### src/rtl/pipeline_ctrl_pkg.sv
// Shared decode constants, PC-mux encodings and FSM states for the IF/EX/WB sequencing controller.
// ROM index bounds must track the control_decode ROM layout.
package pipeline_ctrl_pkg;

  localparam int CNT_W = 32;

  localparam logic [5:0] IDX_LOAD_LO    = 6'd10;
  localparam logic [5:0] IDX_LOAD_HI    = 6'd14;
  localparam logic [5:0] IDX_STORE_LO   = 6'd24;
  localparam logic [5:0] IDX_STORE_HI   = 6'd26;
  localparam logic [5:0] IDX_BR_LO      = 6'd27;
  localparam logic [5:0] IDX_BR_HI      = 6'd32;
  localparam logic [5:0] IDX_JAL        = 6'd35;
  localparam logic [5:0] IDX_JALR       = 6'd36;
  localparam logic [5:0] IDX_LAST_LEGAL = 6'd36;

  typedef logic [1:0] pc_sel_t;

  localparam pc_sel_t PC_SEL_SEQ  = 2'd0;
  localparam pc_sel_t PC_SEL_TGT  = 2'd1;
  localparam pc_sel_t PC_SEL_RST  = 2'd2;
  localparam pc_sel_t PC_SEL_HOLD = 2'd3;

  typedef enum logic [1:0] {
    ST_BOOT  = 2'd0,
    ST_RUN   = 2'd1,
    ST_MEM   = 2'd2,
    ST_FLUSH = 2'd3
  } state_t;

  typedef enum logic [2:0] {
    CLS_OTHER,
    CLS_LOAD,
    CLS_STORE,
    CLS_BRANCH,
    CLS_JUMP,
    CLS_ILLEGAL
  } idx_class_t;

  function automatic idx_class_t classify(input logic [5:0] idx);
    idx_class_t cls;
    cls = CLS_OTHER;
    if (idx > IDX_LAST_LEGAL)
      cls = CLS_ILLEGAL;
    else if (idx >= IDX_LOAD_LO && idx <= IDX_LOAD_HI)
      cls = CLS_LOAD;
    else if (idx >= IDX_STORE_LO && idx <= IDX_STORE_HI)
      cls = CLS_STORE;
    else if (idx >= IDX_BR_LO && idx <= IDX_BR_HI)
      cls = CLS_BRANCH;
    else if (idx == IDX_JAL || idx == IDX_JALR)
      cls = CLS_JUMP;
    return cls;
  endfunction

endpackage

### src/rtl/pipeline_ctrl_if.sv
// Pipeline-control bus between the sequencing controller (master) and the core datapath (slave).
interface pipeline_ctrl_if;
  import pipeline_ctrl_pkg::*;

  logic                ex_valid;
  logic [5:0]          ex_idx;
  logic [4:0]          ex_rd;
  logic                br_taken;
  logic                id_valid;
  logic [4:0]          id_rs1;
  logic [4:0]          id_rs2;
  logic                dmem_ready;
  logic                cnt_clr;

  pc_sel_t             pc_sel;
  logic                if_en;
  logic                id_kill;
  logic                ex_hold;
  logic                dmem_req;
  logic                retire;
  logic                illegal;
  logic                mem_err;
  logic [CNT_W-1:0]    cycle_cnt;
  logic [CNT_W-1:0]    instret_cnt;

  modport master (
    input  ex_valid, ex_idx, ex_rd, br_taken, id_valid, id_rs1, id_rs2, dmem_ready, cnt_clr,
    output pc_sel, if_en, id_kill, ex_hold, dmem_req, retire, illegal, mem_err,
           cycle_cnt, instret_cnt
  );

  modport slave (
    output ex_valid, ex_idx, ex_rd, br_taken, id_valid, id_rs1, id_rs2, dmem_ready, cnt_clr,
    input  pc_sel, if_en, id_kill, ex_hold, dmem_req, retire, illegal, mem_err,
           cycle_cnt, instret_cnt
  );

endinterface

### src/rtl/pipeline_ctrl_perf_counters.sv
// Cycle and retired-instruction counters, wrapping modulo 2^32.
// A synchronous clear takes precedence over a same-cycle increment.
import pipeline_ctrl_pkg::*;

module perf_counters (
  input  logic             clk,
  input  logic             rst,
  input  logic             clr,
  input  logic             cycle_inc,
  input  logic             instret_inc,
  output logic [CNT_W-1:0] cycle_cnt,
  output logic [CNT_W-1:0] instret_cnt
);

  logic [CNT_W-1:0] cycle_q;
  logic [CNT_W-1:0] instret_q;

  always_ff @(posedge clk or posedge rst) begin
    if (rst) begin
      cycle_q   <= '0;
      instret_q <= '0;
    end else if (clr) begin
      cycle_q   <= '0;
      instret_q <= '0;
    end else begin
      if (cycle_inc)
        cycle_q <= cycle_q + CNT_W'(1);
      if (instret_inc)
        instret_q <= instret_q + CNT_W'(1);
    end
  end

  assign cycle_cnt   = cycle_q;
  assign instret_cnt = instret_q;

endmodule

### src/rtl/pipeline_ctrl.sv
// Sequencing controller for the IF/EX/WB core: boot, memory wait states, redirect flush, load-use stall.
// Control outputs are Mealy (state + current inputs); counters and sticky error flags are registered.
import pipeline_ctrl_pkg::*;

module pipeline_ctrl #(
  parameter int BOOT_CYCLES = 2,
  parameter int MEM_TIMEOUT = 255
) (
  input  logic              clk,
  input  logic              rst,
  pipeline_ctrl_if.master   bus
);

  localparam int BW = (BOOT_CYCLES > 1) ? $clog2(BOOT_CYCLES) : 1;
  localparam int WW = (MEM_TIMEOUT > 1) ? $clog2(MEM_TIMEOUT + 1) : 1;

  state_t      state;
  state_t      state_nxt;
  logic [BW-1:0] boot_cnt;
  logic [WW-1:0] wait_cnt;
  logic        boot_last;
  logic        wait_last;
  logic        illegal_q;
  logic        mem_err_q;

  idx_class_t  cls;
  logic        load_use;
  pc_sel_t     pc_sel;
  logic        if_en;
  logic        id_kill;
  logic        ex_hold;
  logic        dmem_req;
  logic        retire;
  logic        instret_inc;
  logic        set_illegal;
  logic        set_mem_err;

  assign boot_last = (boot_cnt == BW'(BOOT_CYCLES - 1));
  assign wait_last = (wait_cnt == WW'(MEM_TIMEOUT - 1));

  always_comb begin
    cls         = classify(bus.ex_idx);
    load_use    = bus.id_valid && (bus.ex_rd != 5'd0) &&
                  ((bus.ex_rd == bus.id_rs1) || (bus.ex_rd == bus.id_rs2));
    state_nxt   = state;
    pc_sel      = PC_SEL_SEQ;
    if_en       = 1'b1;
    id_kill     = 1'b0;
    ex_hold     = 1'b0;
    dmem_req    = 1'b0;
    retire      = 1'b0;
    instret_inc = 1'b0;
    set_illegal = 1'b0;
    set_mem_err = 1'b0;

    unique case (state)
      ST_BOOT: begin
        pc_sel  = PC_SEL_RST;
        id_kill = 1'b1;
        if (boot_last)
          state_nxt = ST_RUN;
      end

      ST_RUN: begin
        if (bus.ex_valid) begin
          unique case (cls)
            CLS_LOAD, CLS_STORE: begin
              dmem_req = 1'b1;
              if (bus.dmem_ready) begin
                retire      = 1'b1;
                instret_inc = 1'b1;
                if (cls == CLS_LOAD && load_use) begin
                  pc_sel  = PC_SEL_HOLD;
                  if_en   = 1'b0;
                  id_kill = 1'b1;
                end
              end else begin
                pc_sel    = PC_SEL_HOLD;
                if_en     = 1'b0;
                ex_hold   = 1'b1;
                state_nxt = ST_MEM;
              end
            end
            CLS_BRANCH, CLS_JUMP: begin
              retire      = 1'b1;
              instret_inc = 1'b1;
              if (cls == CLS_JUMP || bus.br_taken) begin
                pc_sel    = PC_SEL_TGT;
                id_kill   = 1'b1;
                state_nxt = ST_FLUSH;
              end
            end
            CLS_ILLEGAL: begin
              // Executes as a NOP: leaves the pipe but is not counted as retired work.
              retire      = 1'b1;
              set_illegal = 1'b1;
            end
            default: begin
              retire      = 1'b1;
              instret_inc = 1'b1;
            end
          endcase
        end
      end

      ST_MEM: begin
        dmem_req = 1'b1;
        if (bus.dmem_ready) begin
          retire      = 1'b1;
          instret_inc = 1'b1;
          state_nxt   = ST_RUN;
          if (cls == CLS_LOAD && load_use) begin
            pc_sel  = PC_SEL_HOLD;
            if_en   = 1'b0;
            id_kill = 1'b1;
          end
        end else if (wait_last) begin
          // Abandon the access so the core keeps moving; mem_err records the loss.
          retire      = 1'b1;
          set_mem_err = 1'b1;
          state_nxt   = ST_RUN;
        end else begin
          pc_sel  = PC_SEL_HOLD;
          if_en   = 1'b0;
          ex_hold = 1'b1;
        end
      end

      ST_FLUSH: begin
        id_kill   = 1'b1;
        state_nxt = ST_RUN;
      end

      default: state_nxt = ST_BOOT;
    endcase
  end

  always_ff @(posedge clk or posedge rst) begin
    if (rst) begin
      state     <= ST_BOOT;
      boot_cnt  <= '0;
      wait_cnt  <= '0;
      illegal_q <= 1'b0;
      mem_err_q <= 1'b0;
    end else begin
      state <= state_nxt;
      if (state == ST_BOOT && !boot_last)
        boot_cnt <= boot_cnt + BW'(1);
      wait_cnt <= (state == ST_MEM) ? wait_cnt + WW'(1) : '0;
      if (set_illegal)
        illegal_q <= 1'b1;
      if (set_mem_err)
        mem_err_q <= 1'b1;
    end
  end

  perf_counters u_perf (
    .clk         (clk),
    .rst         (rst),
    .clr         (bus.cnt_clr),
    .cycle_inc   (state != ST_BOOT),
    .instret_inc (instret_inc),
    .cycle_cnt   (bus.cycle_cnt),
    .instret_cnt (bus.instret_cnt)
  );

  assign bus.pc_sel   = pc_sel;
  assign bus.if_en    = if_en;
  assign bus.id_kill  = id_kill;
  assign bus.ex_hold  = ex_hold;
  assign bus.dmem_req = dmem_req;
  assign bus.retire   = retire;
  assign bus.illegal  = illegal_q;
  assign bus.mem_err  = mem_err_q;

endmodule

### src/flat_wrapper.sv
// flat-port wrapper written by rule: the top's interface ports become plain ports
module pipeline_ctrl_flat 
#(
  parameter int BOOT_CYCLES = 2,
  parameter int MEM_TIMEOUT = 255
)
  (clk, rst, bus_ex_valid, bus_ex_idx, bus_ex_rd, bus_br_taken, bus_id_valid, bus_id_rs1, bus_id_rs2, bus_dmem_ready, bus_cnt_clr, bus_pc_sel, bus_if_en, bus_id_kill, bus_ex_hold, bus_dmem_req, bus_retire, bus_illegal, bus_mem_err, bus_cycle_cnt, bus_instret_cnt);
  pipeline_ctrl_if bus_i ();
  input  logic clk;
  input  logic rst;
  input wire logic [$bits(bus_i.ex_valid)-1:0] bus_ex_valid;
  input wire logic [$bits(bus_i.ex_idx)-1:0] bus_ex_idx;
  input wire logic [$bits(bus_i.ex_rd)-1:0] bus_ex_rd;
  input wire logic [$bits(bus_i.br_taken)-1:0] bus_br_taken;
  input wire logic [$bits(bus_i.id_valid)-1:0] bus_id_valid;
  input wire logic [$bits(bus_i.id_rs1)-1:0] bus_id_rs1;
  input wire logic [$bits(bus_i.id_rs2)-1:0] bus_id_rs2;
  input wire logic [$bits(bus_i.dmem_ready)-1:0] bus_dmem_ready;
  input wire logic [$bits(bus_i.cnt_clr)-1:0] bus_cnt_clr;
  output wire logic [$bits(bus_i.pc_sel)-1:0] bus_pc_sel;
  output wire logic [$bits(bus_i.if_en)-1:0] bus_if_en;
  output wire logic [$bits(bus_i.id_kill)-1:0] bus_id_kill;
  output wire logic [$bits(bus_i.ex_hold)-1:0] bus_ex_hold;
  output wire logic [$bits(bus_i.dmem_req)-1:0] bus_dmem_req;
  output wire logic [$bits(bus_i.retire)-1:0] bus_retire;
  output wire logic [$bits(bus_i.illegal)-1:0] bus_illegal;
  output wire logic [$bits(bus_i.mem_err)-1:0] bus_mem_err;
  output wire logic [$bits(bus_i.cycle_cnt)-1:0] bus_cycle_cnt;
  output wire logic [$bits(bus_i.instret_cnt)-1:0] bus_instret_cnt;
  assign bus_i.ex_valid = bus_ex_valid;
  assign bus_i.ex_idx = bus_ex_idx;
  assign bus_i.ex_rd = bus_ex_rd;
  assign bus_i.br_taken = bus_br_taken;
  assign bus_i.id_valid = bus_id_valid;
  assign bus_i.id_rs1 = bus_id_rs1;
  assign bus_i.id_rs2 = bus_id_rs2;
  assign bus_i.dmem_ready = bus_dmem_ready;
  assign bus_i.cnt_clr = bus_cnt_clr;
  assign bus_pc_sel = bus_i.pc_sel;
  assign bus_if_en = bus_i.if_en;
  assign bus_id_kill = bus_i.id_kill;
  assign bus_ex_hold = bus_i.ex_hold;
  assign bus_dmem_req = bus_i.dmem_req;
  assign bus_retire = bus_i.retire;
  assign bus_illegal = bus_i.illegal;
  assign bus_mem_err = bus_i.mem_err;
  assign bus_cycle_cnt = bus_i.cycle_cnt;
  assign bus_instret_cnt = bus_i.instret_cnt;
  pipeline_ctrl #(.BOOT_CYCLES(BOOT_CYCLES), .MEM_TIMEOUT(MEM_TIMEOUT)) u_core (.clk(clk), .rst(rst), .bus(bus_i));
endmodule
### config.mk
export PLATFORM = sky130hd
export DESIGN_NAME = pipeline_ctrl_flat
export DESIGN_NICKNAME = d
export VERILOG_FILES = /design/src/rtl/pipeline_ctrl_pkg.sv /design/src/rtl/pipeline_ctrl_if.sv /design/src/rtl/pipeline_ctrl_perf_counters.sv /design/src/rtl/pipeline_ctrl.sv /design/src/flat_wrapper.sv
export SDC_FILE = /design/constraint.sdc
export NUM_CORES = 1
export LEC_CHECK = 0
export CORE_MARGIN = 4
export CORE_UTILIZATION = 50
export DETAILED_ROUTE_END_ITERATION = 8
export PLACE_DENSITY = 0.8
export SYNTH_ARGS = -nofsm -noshare
export SYNTH_HDL_FRONTEND = slang
export SYNTH_HIERARCHICAL = 1
export SYNTH_SLANG_ARGS = --single-unit
### constraint.sdc
create_clock -name clk -period 3.49 [get_ports clk]
set_input_delay 0.698 -clock clk [delete_from_list [all_inputs] [get_ports clk]]
set_output_delay 0.698 -clock clk [all_outputs]
set_load 0.1 [all_outputs]
# ---- Word level (Yosys, flattened, before mapping)
# Cells that the tools add are included.
dict set report op_classes {
  add_sub_neg 4
  order_cmp 7
  eq_ne 19
  mux 61
  n_reduce_logical 20
}
# operator n
set op_table {}
lappend op_table {{two-way mux 32 bit} 4}
lappend op_table {{adder 32 x 1 -> 32 bit, second input constant} 2}
lappend op_table {{two-way mux 1 bit} 28}
lappend op_table {{two-way mux 2 bit} 11}
lappend op_table {{two-way mux 3 bit} 5}
lappend op_table {{one-hot mux 1 bit (2 select lines)} 7}
lappend op_table {{equality test 6 bit, second input constant} 2}
lappend op_table {{greater-or-equal comparator 6 x 5 -> 1 bit, second input constant} 2}
lappend op_table {{equality test 5 bit} 2}
lappend op_table {{inequality test 3 x 2 -> 1 bit, second input constant} 3}
lappend op_table {{adder 8 x 1 -> 8 bit, second input constant} 1}
lappend op_table {{equality test 8 bit, second input constant} 1}
lappend op_table {{two-way mux 8 bit} 1}
lappend op_table {{one-hot mux 2 bit (2 select lines)} 2}
lappend op_table {{one-hot mux 2 bit (4 select lines)} 1}
lappend op_table {{logical AND 1 bit} 7}
lappend op_table {{equality test 3 x 2 -> 1 bit, second input constant} 2}
lappend op_table {{equality test 3 bit, second input constant} 2}
lappend op_table {{greater-or-equal comparator 6 x 4 -> 1 bit, second input constant} 1}
lappend op_table {{greater-than comparator 6 bit, second input constant} 1}
lappend op_table {{less-or-equal comparator 6 x 4 -> 1 bit, second input constant} 1}
lappend op_table {{less-or-equal comparator 6 x 5 -> 1 bit, second input constant} 1}
lappend op_table {{less-or-equal comparator 6 bit, second input constant} 1}
lappend op_table {{one-hot mux 2 bit (3 select lines)} 1}
lappend op_table {{15 further kinds} 22}
dict set report word_totals {
  regBits 77
  in_bits 28
  output_inout_bits 73
  word_cells 118
}

# ---- Logic depth before layout (Yosys ltp)
dict set report depth {
  word_depth 14
  depth_mapped 14
  mapped_depth_nobuf 11
}

# ---- Hierarchy
# Netlist, hierarchy kept.
# mod n_inst cells_each area_per_inst_um2 seq_area_each_um2
set modules_own_cells {}
lappend modules_own_cells {perf_counters 1 331 3163.0 1601.5}
lappend modules_own_cells {pipeline_ctrl 1 133 1122.3 325.3}

# ---- Worst setup path after synthesis
# Ideal clock, no wire load.
dict set report synth_path {
  path_type {in2out}
  startpoint {in bus_ex_idx[2]}
  endpoint {out bus_ex_hold}
  t_arrival_ps 3577
  t_required_ps 2792
  setup_slack_ps -785
  path_stages 6
  n_path_buf 1
  path_cell_list {buf_2 o211ai_1 o211ai_1 nor2_1 a21oi_1 nor3b_1}
}
dict set report synth_via {
  elab_chain_cells 12
  elab_cells_between_ends 24
  cone_classes {7 x order compare; 4 x eq/ne; 8 x mux; 5 x reduce/logical}
}
# item line_no
set synth_lines {}
lappend synth_lines {{from (decl)} flat_wrapper.sv:12} ;# input wire logic [$bits(bus_i.ex_idx)-1:0] bus_ex_idx;
lappend synth_lines {{branches (longest 6 deep; another with greater-or-equal comparator 6 x 5 -> 1 bit)} n/a}
lappend synth_lines {{two-way mux 3 bit (*)} pipeline_ctrl_pkg.sv:43} ;# if (idx > IDX_LAST_LEGAL)
lappend synth_lines {{equality test 3 x 2 -> 1 bit / equality test 3 x 1 -> 1 bit (equally long branches)} pipeline_ctrl.sv:66} ;# unique case (cls)
lappend synth_lines {{OR reduction 2 bit (*)} pipeline_ctrl.sv:66}
lappend synth_lines {{two-way mux 1 bit (*)} pipeline_ctrl.sv:66}
lappend synth_lines {{two-way mux 1 bit (*)} pipeline_ctrl.sv:65} ;# if (bus.ex_valid) begin
lappend synth_lines {{one-hot mux 1 bit (2 select lines) (*)} pipeline_ctrl.sv:56} ;# unique case (state)
lappend synth_lines {{to (decl)} flat_wrapper.sv:23} ;# output wire logic [$bits(bus_i.ex_hold)-1:0] bus_ex_hold;
# Mark *: on every way between the ends.

# ---- Worst setup path in the final report
dict set report layout_path {
  startpoint {in bus_ex_idx[3]}
  endpoint {out bus_pc_sel[1]}
}
dict set report layout_via {
  elab_chain_cells 14
  elab_cells_between_ends 31
  cone_classes {7 x order compare; 6 x eq/ne; 11 x mux; 7 x reduce/logical}
}
# item line_no
set layout_lines {}
lappend layout_lines {{branches (longest 6 deep; another with greater-or-equal comparator 6 x 5 -> 1 bit)} n/a}
lappend layout_lines {{two-way mux 3 bit (*)} pipeline_ctrl_pkg.sv:43}
lappend layout_lines {{equality test 3 x 1 -> 1 bit} {pipeline_ctrl.sv:66, pipeline_ctrl.sv:72, pipeline_ctrl.sv:112}}
lappend layout_lines {{logical AND 1 bit} {pipeline_ctrl.sv:72, pipeline_ctrl.sv:112}}
lappend layout_lines {{two-way mux 2 bit} {pipeline_ctrl.sv:72, pipeline_ctrl.sv:112}}
lappend layout_lines {{two-way mux 2 bit} pipeline_ctrl.sv:69} ;# if (bus.dmem_ready) begin
lappend layout_lines {{one-hot mux 2 bit (2 select lines)} pipeline_ctrl.sv:66}
lappend layout_lines {{two-way mux 2 bit} pipeline_ctrl.sv:65}
lappend layout_lines {{one-hot mux 2 bit (3 select lines) (*)} pipeline_ctrl.sv:56}
lappend layout_lines {{to (decl)} flat_wrapper.sv:20} ;# output wire logic [$bits(bus_i.pc_sel)-1:0] bus_pc_sel;
# Marked as above.

==> impl_metrics.json <==
{
  "io_pins": 101,
  "die-area_mm2": 0.01012,
  "dp.cells": 665,
  "cts_made_buffers": 9,
  "start_util_pct": 51.89,
  "core_area_mm2": 0.008258,
  "grt_max_degree": 50,
  "ys_seq_elements": 77,
  "synth.top_cells.by_area": "dfrtp_1, xor2_1, nor2_1, xnor2_1, nand4_1",
  "crit_fanout": 4,
  "clk_pin_slew_worst_paths_ns": 0.08,
  "status": "completed",
  "r2r_slack_ns": 0.26,
  "yosys_warnings": 6,
  "final_cells": 681,
  "crit_arrival_ns": 2.69,
  "grt.overflow.total": 0,
  "final_nets": 607,
  "yosysTopAreaCell": "dfrtp_1",
  "synth_top_area_share_pct": 44.96,
  "wl_per_cell_um": 15.91,
  "ir_drop_mv": 0.2649,
  "worstSetupEndpointType": "primary output",
  "synthCells": 464,
  "n_antenna_cell": 0,
  "fp.dieH_um": 100.6,
  "async_flop_share_pct": 100.0,
  "synthFlopType": "dfrtp_1",
  "grt_pass1_wl_um": 17970,
  "busiest_layer": "met2",
  "p_leak_nw": 2.409,
  "drc": 0,
  "use_met2_pct": 37.42,
  "syn-num-nets": 500,
  "cap_violations": 0,
  "ant_nets": 0,
  "hp-class": "flip-flop to flip-flop",
  "avgSynthCellArea_um2": 9.236,
  "crit_required_ns": 2.79,
  "grt_pass1_vias": 3823,
  "clk_latency_ns": 0.35,
  "final_max_slew_viol_count": 0,
  "grtUsageMet3_pct": 5.536,
  "vias": 3859,
  "rsz0062_at_grt": "no",
  "routed_wl_um": 10840,
  "portBuffers": 100,
  "htree_levels": 3,
  "post-cts-setup-buffers": 0,
  "use_met1_pct": 28.09,
  "fillCellCount": 665,
  "startpoint_type": "input pin",
  "fp.dieW_um": 100.6,
  "drive_gt1_share_pct": 17.19,
  "gp_congestion": 0.8479,
  "pre_cts_ws_ns": -0.1085,
  "worstSetupPathType": "input pin to primary output",
  "cts_hold_buf": 0,
  "hold_viol": 0,
  "rows": 33,
  "syn_area_mm2": 0.004285,
  "fmax_ghz": 0.2953,
  "clock_path_buffers": 2,
  "areaGrowthSynthToFinish_pct": 32.20,
  "ys_top_cells_by_count": "nor2_1, dfrtp_1, xor2_1",
  "finClkSkew_ns": 0.01179,
  "clockRootBuffer": "clkbuf_8",
  "cts_tree": "done",
  "relSlewSlack_pct": 34.00,
  "drt_iter0_drc": 202,
  "yosysMostFrequentCell": "nor2_1",
  "synth-edff-count": 0,
  "via_per_inst": 5.667,
  "cts_sinks": 77,
  "place.detailed.hpwl_um": 7887,
  "cts_resized": 0,
  "fin_ws_ns": 0.1036,
  "grt_usage_pct": 22.05,
  "synth_cell_type_count": 49,
  "tightest_slew_ns": 0.9869,
  "fin_crit_ns": 3.386,
  "period_share_pct": 97.03,
  "ys_seq_area_share_pct": 44.96,
  "firstDrtPassIters": 4,
  "grt_antenna_before_repair": 0,
  "setup_viol": 0,
  "powerDensity_mw_per_mm2": 490.7
}
[cells in the final DEF, fill, tap and decap left out, drive strengths merged, types with 7 or more instances in the layout]
cell            n
a21oi           9
clkbuf         10
dfrtp          77
xnor2          27
nand2          36
nor3           11
nand3          34
nor2           82
clkdlybuf4s50  50
o21ai          11
ha              8
xor2           46
buf            60
and3            7
nor4            7
nand4          29
inv            14
[logic make-up (layout without fill, tap and decap cells)]
group | after synthesis | count (layout) | synth area share, %
flip-flops | 77 | 77 | 44.96
adder cells (fa/ha/maj) | 8 | 8 | 2.336
AND/OR/NAND/NOR | 233 | 233 | 27.53
AO/OA/AOI/OAI | 41 | 41 | 6.423
buffers and inverters | 29 | 141 | 3.095
multiplexers | 3 | 3 | 0.7299
XOR/XNOR | 73 | 73 | 14.92
[report_power, final]
| part | total, mW | switching (mW) | internal (mW) |
|---|---|---|---|
| logic | 1.04 | 0.703 | 0.333 |
| clock network | 0.766 | 0.338 | 0.428 |
| registers | 0.977 | 0.0517 | 0.926 |
[flip-flops by register name (all words and copies together) (netlist names)]
signal and count:
u_core/u_perf/cycle_cnt 32, u_core/u_perf/instret_cnt 32, u_core/wait_cnt 8, u_core/state 2, u_core/boot_cnt 1, u_core/bus.illegal 1
u_core/bus.mem_err 1
[metrics by stage]
| stage | instance area, um^2 | power (mW) | hold slack [ns] | utilization (%) | setup TNS [ns] |
|---|---|---|---|---|---|
| finish | 5665 | 2.780 | 0.4771 | 68.61 | 0 |
| global route | 5665 | 2.898 | 0.4910 | 68.61 | 0 |
| CTS | 5652 | 2.804 | 0.4810 | 68.44 | 0 |
| detailed placement | 5419 | 2.031 | 0.4593 | 65.62 | -0.1980 |
| global placement | 5419 | 2.012 | 0.4560 | 65.62 | 0 |
| floorplan | 4303 | 1.719 | 0.4405 | - | 0 |
[final cells by class]
type	instances	area (um^2)	share of cell area, %
multi-input cells	358	2252	39.75
clock inverters	6	95.09	1.678
clock buffers	10	137.6	2.429
repair buffers	112	1074	18.95
well taps	105	131.4	2.319
inverters	13	48.80	0.8613
flip-flops and latches	77	1927	34.01
[metal layers]
metal  wire (um)  vias up
li1            -     1822
met1        4569     1893
met2        5457      132
met3         651       12
met4         160        0
met5           0        -
[worst max-delay path, cell delays in order]
cell             delay (ns)
clkdlybuf4s50_1        0.53
nor2b_1                0.26
o211ai_1               0.18
nor4b_4                0.35
nand3_1                0.19
a31oi_2                0.26
buf_12                 0.21
[final timing paths]
check | to | start | cells past startpoint
max reg2reg | u_core/u_perf/instret_cnt[28] | u_core/state[1] | 12
max | bus_pc_sel[1] | bus_ex_idx[3] | 7
max in group asynchronous | u_core/u_perf/instret_cnt[23] | rst | 3
min reg2reg | u_core/bus.mem_err | u_core/bus.mem_err | 1
min | u_core/bus.mem_err | u_core/bus.mem_err | 1
min in group asynchronous | u_core/wait_cnt[0] | rst | 2
Note: power is estimated with default switching activity, not from simulation.
